**config.mk**
```make
export PLATFORM = sky130hd
export DESIGN_NAME = uart_rx
export DESIGN_NICKNAME = d
export VERILOG_FILES = /design/src/rtl/uart_rx.sv
export SDC_FILE = /design/constraint.sdc
export NUM_CORES = 1
export LEC_CHECK = 0
export BUFFER_PORTS_ARGS = -buffer_cell sky130_fd_sc_hd__buf_2
export CORE_MARGIN = 1
export CORE_UTILIZATION = 30
export CTS_BUF_LIST = sky130_fd_sc_hd__clkbuf_16
export DETAILED_ROUTE_END_ITERATION = 16
export PLACE_DENSITY = 0.58
export SYNTH_ARGS = -nofsm -noshare
export SYNTH_HDL_FRONTEND = slang
export SYNTH_SLANG_ARGS = --single-unit
```
**constraint.sdc**
```tcl
create_clock -name clk -period 1.6 [get_ports clk]
set_input_delay 0.08 -clock clk [delete_from_list [all_inputs] [get_ports clk]]
set_output_delay 0.08 -clock clk [all_outputs]
set_load 0.02 [all_outputs]
```
**src/rtl/uart_rx.sv**
```systemverilog
// 8N1 UART receiver: two-flop synchronizer, centre sampling, framing-error detection.
// Define UART_RX_PARITY_EN for 8E1 frames with an even-parity bit and parity_err pulse.
module uart_rx #(
  parameter int unsigned CLKS_PER_BIT = 500,
  parameter int unsigned DATA_BITS    = 8
) (
  input  logic                 clk,
  input  logic                 reset,
  input  logic                 rx,
  output logic [DATA_BITS-1:0] rx_data,
  output logic                 rx_valid,
  output logic                 frame_err,
  output logic                 parity_err,
  output logic                 rx_busy
);

  localparam int unsigned CntW = $clog2(CLKS_PER_BIT);
  localparam int unsigned IdxW = $clog2(DATA_BITS);
  localparam logic [CntW-1:0] CntLast = CntW'(CLKS_PER_BIT - 1);
  localparam logic [CntW-1:0] CntMid  = CntW'(CLKS_PER_BIT / 2 - 1);
  localparam logic [IdxW-1:0] IdxLast = IdxW'(DATA_BITS - 1);

  typedef enum logic [2:0] {
    StIdle,
    StStart,
    StData,
    StStop,
    StBreak
`ifdef UART_RX_PARITY_EN
    , StParity
`endif
  } state_e;

  state_e               state_q, state_d;
  logic                 sync1_q, rx_s;
  logic [CntW-1:0]      cnt_q, cnt_d;
  logic [IdxW-1:0]      idx_q, idx_d;
  logic [DATA_BITS-1:0] shift_q, shift_d;
  logic [DATA_BITS-1:0] data_q, data_d;
  logic                 valid_q, valid_d;
  logic                 ferr_q, ferr_d;
`ifdef UART_RX_PARITY_EN
  logic                 par_q, par_d;
  logic                 perr_q, perr_d;
`endif

  always_ff @(posedge clk) begin
    if (reset) begin
      sync1_q <= 1'b1;
      rx_s    <= 1'b1;
      state_q <= StIdle;
      cnt_q   <= '0;
      idx_q   <= '0;
      shift_q <= '0;
      data_q  <= '0;
      valid_q <= 1'b0;
      ferr_q  <= 1'b0;
`ifdef UART_RX_PARITY_EN
      par_q   <= 1'b0;
      perr_q  <= 1'b0;
`endif
    end else begin
      sync1_q <= rx;
      rx_s    <= sync1_q;
      state_q <= state_d;
      cnt_q   <= cnt_d;
      idx_q   <= idx_d;
      shift_q <= shift_d;
      data_q  <= data_d;
      valid_q <= valid_d;
      ferr_q  <= ferr_d;
`ifdef UART_RX_PARITY_EN
      par_q   <= par_d;
      perr_q  <= perr_d;
`endif
    end
  end

  always_comb begin
    state_d = state_q;
    cnt_d   = (cnt_q == CntLast) ? '0 : cnt_q + CntW'(1);
    idx_d   = idx_q;
    shift_d = shift_q;
    data_d  = data_q;
    valid_d = 1'b0;
    ferr_d  = 1'b0;
`ifdef UART_RX_PARITY_EN
    par_d   = par_q;
    perr_d  = 1'b0;
`endif
    case (state_q)
      StIdle: begin
        cnt_d = '0;
        idx_d = '0;
        if (!rx_s) state_d = StStart;
      end
      StStart: begin
        // Half a bit in: a high line here means the falling edge was a glitch.
        if (cnt_q == CntMid) begin
          cnt_d   = '0;
          idx_d   = '0;
          state_d = rx_s ? StIdle : StData;
        end
      end
      StData: begin
        if (cnt_q == CntLast) begin
          shift_d = {rx_s, shift_q[DATA_BITS-1:1]};
          idx_d   = idx_q + IdxW'(1);
          if (idx_q == IdxLast) begin
`ifdef UART_RX_PARITY_EN
            state_d = StParity;
`else
            state_d = StStop;
`endif
          end
        end
      end
`ifdef UART_RX_PARITY_EN
      StParity: begin
        if (cnt_q == CntLast) begin
          par_d   = rx_s;
          state_d = StStop;
        end
      end
`endif
      StStop: begin
        if (cnt_q == CntLast) begin
          if (!rx_s) begin
            ferr_d  = 1'b1;
            state_d = StBreak;
          end else begin
            state_d = StIdle;
`ifdef UART_RX_PARITY_EN
            if (par_q != ^shift_q) begin
              perr_d = 1'b1;
            end else begin
              valid_d = 1'b1;
              data_d  = shift_q;
            end
`else
            valid_d = 1'b1;
            data_d  = shift_q;
`endif
          end
        end
      end
      StBreak: begin
        cnt_d = '0;
        if (rx_s) state_d = StIdle;
      end
      default: state_d = StIdle;
    endcase
  end

  assign rx_data   = data_q;
  assign rx_valid  = valid_q;
  assign frame_err = ferr_q;
  assign rx_busy   = (state_q != StIdle);
`ifdef UART_RX_PARITY_EN
  assign parity_err = perr_q;
`else
  assign parity_err = 1'b0;
`endif

endmodule

```
# Word level (Yosys, flattened, before mapping)

Cells that the tools add are included.

Register bits: 35
Input port bits: 3
Word-level logic and storage cells: 52

$add $sub $neg: 2
Equality and inequality tests: 13
Multiplexer cells: 17
Bitwise gates (word level): 2
Reductions and logical operators: 9

Operator list:

| kind                | number |
|---|---|
| $mux 3              | 9 |
| $mux 9              | 2 |
| $pmux 9 s2          | 1 |
| $pmux 3 s5          | 1 |
| $ne 2x2->1 const B  | 6 |
| $add 9x1->9 const B | 1 |
| $eq 9x8->1 const B  | 1 |
| $eq 9x9->1 const B  | 1 |
| $pmux 3 s3          | 1 |
| $eq 3x2->1 const B  | 2 |
| $eq 3x3->1 const B  | 2 |
| $reduce_and 3->1    | 2 |
| $reduce_and 6->1    | 1 |
| $reduce_bool 3->1   | 2 |
| $add 3x1->3 const B | 1 |
| $eq 3x1->1 const B  | 1 |
| $logic_not 3->1     | 1 |
| $reduce_or 3->1     | 1 |
| $mux 1              | 2 |
| $mux 2              | 1 |
| $not 1->1           | 2 |
| $reduce_and 2->1    | 1 |
| $reduce_or 2->1     | 1 |

# Depth between registers and ports, before layout

Depth in word-level cells: 4
Depth in mapped cells: 6
Mapped depth without buffers: 6

# Worst setup path after synthesis

No wires, ideal clock.

Path type: register -> register
Start point: reg cnt_q[0]
End point: reg data_q[0] (netlist: rx_data[0])
Setup time: 0.128 ns
Data arrival time: 1.336 ns
Setup slack: 0.137 ns
Stages on the path, launching flop included: 7
Buffers on the path: 1
Period minus slack after synthesis: 1.463 ns
Path through: dfxtp_1 > ha_1 > nand3b_1 > nor4_2 > buf_6 > mux2i_1 > nor2_1

Longest elaborated chain between the ends: 2

RTL lines:

| item                              | RTL line | text |
|---|---|---|
| start, declared                   | 36       | `logic [CntW-1:0] cnt_q, cnt_d;` |
| start signal, assigned            | 66       | `cnt_q <= cnt_d;` |
| $eq 9x9->1                        | 127      | `if (cnt_q == CntLast) begin` |
| $reduce_and 3->1 (no source line) | n/a      |  |
| end signal, assigned              | 69       | `data_q <= data_d;` |
| end, declared                     | 39       | `logic [DATA_BITS-1:0] data_q, data_d;` |

No other way between the ends.
A chain may end at the register's enable or synchronous reset.

# Worst setup path after layout

Start point: reg state_q[2]
End point: reg data_q[7] (netlist: rx_data[7])

Longest elaborated chain between the ends: 2

RTL lines:

| item                              | RTL line | text |
|---|---|---|
| start, declared                   | 34       | `state_e state_q, state_d;` |
| start signal, assigned            | 51       | `state_q <= StIdle;` |
| start signal, assigned            | 65       | `state_q <= state_d;` |
| $eq 3x2->1                        | 91       | `case (state_q)` |
| $reduce_and 3->1 (no source line) | n/a      |  |

No other way between the ends.

==> results by group <==
Timing
  • Final setup violation count: 0
  • Fin Hold WS: 0.261 ns
  • Final clock skew: 0.00495 ns
  • Final setup TNS: 0 ns
  • Worst-margin pin slew: 0.504 ns
  • Final min period: 1.52 ns
  • Fmax: 657 MHz
  • Final Max Tran Viols: 0
  • Slew Limit Headroom: 0.664
  • Final Hold Fails: 0
  • Final cycle utilization of the critical path: 0.952

Critical path
  • Critical Path AT: 1.66 ns
  • CP max FO: 9
  • Crit. End Element: register
  • Worst R2R Path Depth: 5
  • RR Endpoint: rx_data[7]
  • Setup CP Type: register to register
  • R2R Setup Slk: 0.08 ns
  • CP bufs+invs: 1
  • CP delay by family, top: simple AND/OR/NAND/NOR gates
  • Crit-path slowest cell: dfxtp_1
  • CP peak stage delay: 0.38 ns
  • Crit-path cells: nand4b_1 > nor4_4 > buf_4 > mux2i_1 > nor2_1
  • CP Data Required Time: 1.74 ns
  • Worst reg2reg path startpoint: state_q[2]
  • Startpoint types: register

Outcome
  • Status: complete, no violations

Global route
  • All-Layer GR Usage: 0.112
  • Global route overflow: 0
  • Vias in the first global route: 1025
  • First-pass GRT wire length: 4550 µm
  • Largest net degree at the start of global routing: 30
  • Initial antenna violation count: 0

Run
  • Max_cap viols: 0

Clocking
  • CTS tree: yes
  • CTS Buffer Depth: 2
  • CTS buffer count: 5
  • # clock sinks: 35
  • Worst-path clk slew: 0.05 ns
  • Worst-skew pair later-pin latency: 0.27 ns
  • Root buffer cell: clkbuf_16
  • H-tree levels: 2

Placed design
  • Area after DPL: 0.00169 mm²
  • Placed cell count: 237
  • Port bufs: 13
  • HPWL after detailed placement: 1880 µm
  • GPL Wtd Cong: 0.725

Detailed routing
  • Detail Route met2 WL: 1120 µm
  • Final WL: 2690 µm
  • Routed length on met1: 1470 µm
  • Antenna-violating nets left: 0
  • DR WL met3: 75 µm
  • Wirelength per Cell: 10.9 µm
  • Vias per cell: 4.53
  • Drt first pass iters: 4
  • Detailed-route via count: 1120
  • Highest metal used: met4
  • Drt drc: 0
  • Initial DRC count: 18

Layout
  • Final Instance Count excl. Fillers: 247
  • Area grow syn2layout: 23.2%
  • Area of the multi-input gates: 764 µm²
  • Register area: 704 µm²
  • Final instance area: 0.00187 mm²
  • Most frequent cells in the layout: nor2_1, dfxtp_1, mux2i_1
  • Fraction of layout cells with a size suffix above 1: 0.250
  • Ant diodes: 0
  • Fin nets: 187
  • Fillers: 476

Pwr
  • Pwr per Cell Area: 966 mW/mm²
  • Peak supply drop: 729 µV
  • Leak: 0.784 nW

Logic synthesis
  • Prevailing post-synth register cell: dfxtp_1
  • #FFs+latches synth: 35
  • Ys Warns: 0
  • Sequential area share after synthesis: 0.462
  • Syn Nets: 163
  • Synthesized instance count: 156
  • Mapped Area: 0.00152 mm²
  • Async S/R FF share, synth: 0
  • Synth cell types: 39
  • Post-synth EDFFs: 0
  • Syn_area_per_cell: 9.71 µm²

Die
  • Die Wd: 73.1 µm
  • Row count: 25
  • Die area: 0.00534 mm²
  • Initial Util: 0.317
  • IO Count: 15
  • Core area: 0.00479 mm²
  • Die H: 73.1 µm

Hold path
  • Hold path startpoint: reset
  • Worst Hold Depth: 2
  • Worst Hold Class: input pin to register
  • Worst Hold Path EP: state_q[1]
## registers in the layout, summed over array words and instances (netlist names)
signal     cells
cnt_q          9
frame_err      1
idx_q          3
rx_data        8
rx_s           1
rx_valid       1
shift_q        8
state_q        3
sync1_q        1
## metal layers
layer / vias to the layer above / GRT usage
li1: 578 / -
met1: 525 / 0.152
met2: 13 / 0.164
met3: 4 / 0.0345
met4: 0 / 0.0458
met5: - / 0
## how the worst max path moves through the flow
| stage | to | cells after the start | start | slack (ns) |
|---|---|---|---|---|
| after floorplan | rx_data[0] | 6 | cnt_q[0] | 0.14 |
| after global placement | rx_data[6] | 6 | cnt_q[0] | 0.07 |
| after detailed placement | rx_data[1] | 6 | cnt_q[0] | 0.04 |
| after CTS | rx_data[2] | 6 | cnt_q[0] | 0.03 |
| after global routing | rx_data[0] | 5 | state_q[2] | -0.02 |
| final | rx_data[7] | 5 | state_q[2] | 0.08 |
## synthesized netlist by cell type, types with 3 or more instances
| cell | count | share of area |
|---|---|---|
| nor3_1 | 4 | 0.013 |
| nand2b_1 | 5 | 0.021 |
| clkbuf_1 | 4 | 0.0099 |
| nand2_1 | 4 | 0.0099 |
| mux2i_1 | 19 | 0.13 |
| inv_1 | 3 | 0.0074 |
| xnor2_1 | 5 | 0.029 |
| dfxtp_1 | 35 | 0.46 |
| ha_1 | 4 | 0.033 |
| nor2_1 | 32 | 0.079 |
## where the power goes
group | switching, mW | leakage [nW] | internal (mW)
Sequential | 0.00208 | 0.284 | 0.878
Combinational | 0.0293 | 0.433 | 0.0174
Clock | 0.319 | 0.0671 | 0.558
## timing repair
action                                  4_1_cts  5_1_grt
setup buffers                                 0        1
hold buffers                                  1        0
hold endpoints to repair                      1        0
gates resized for setup                       0        9
endpoints found under the setup margin        0       15
## cells by family (layout without fill, tap and decap cells)
kind of cell,count (synthesis),after routing,share of synthesized area
AO/OA/AOI/OAI,12,12,0.0537
XOR/XNOR,7,7,0.0405
other,1,1,0.00247
adder cells (fa/ha/maj),4,4,0.0330
AND/OR/NAND/NOR,66,66,0.241
multiplexers,19,19,0.126
flip-flops,35,35,0.462
buffers and inverters,12,36,0.0413
## final cells by class
cell class / count / area share
Inverter: 3 / 0.00603
Clock inverter: 2 / 0.00469
Clock buffer: 5 / 0.0670
Multi-Input combinational cell: 109 / 0.410
Sequential cell: 35 / 0.377
Timing Repair Buffer: 26 / 0.0905
Tap cell: 67 / 0.0449
## metrics by stage
| step | util | setup WS (ns) | power, mW |
|---|---|---|---|
| after floorplan | - | 0.137 | 0.931 |
| after global placement | 0.353 | 0.0674 | 0.942 |
| after CTS | 0.383 | 0.0259 | 1.83 |
| final | 0.390 | 0.0774 | 1.80 |
| after detailed placement | 0.353 | 0.0391 | 0.942 |
| after global routing | 0.390 | -0.0156 | 1.88 |
Note: power is estimated with default switching activity, not from simulation.
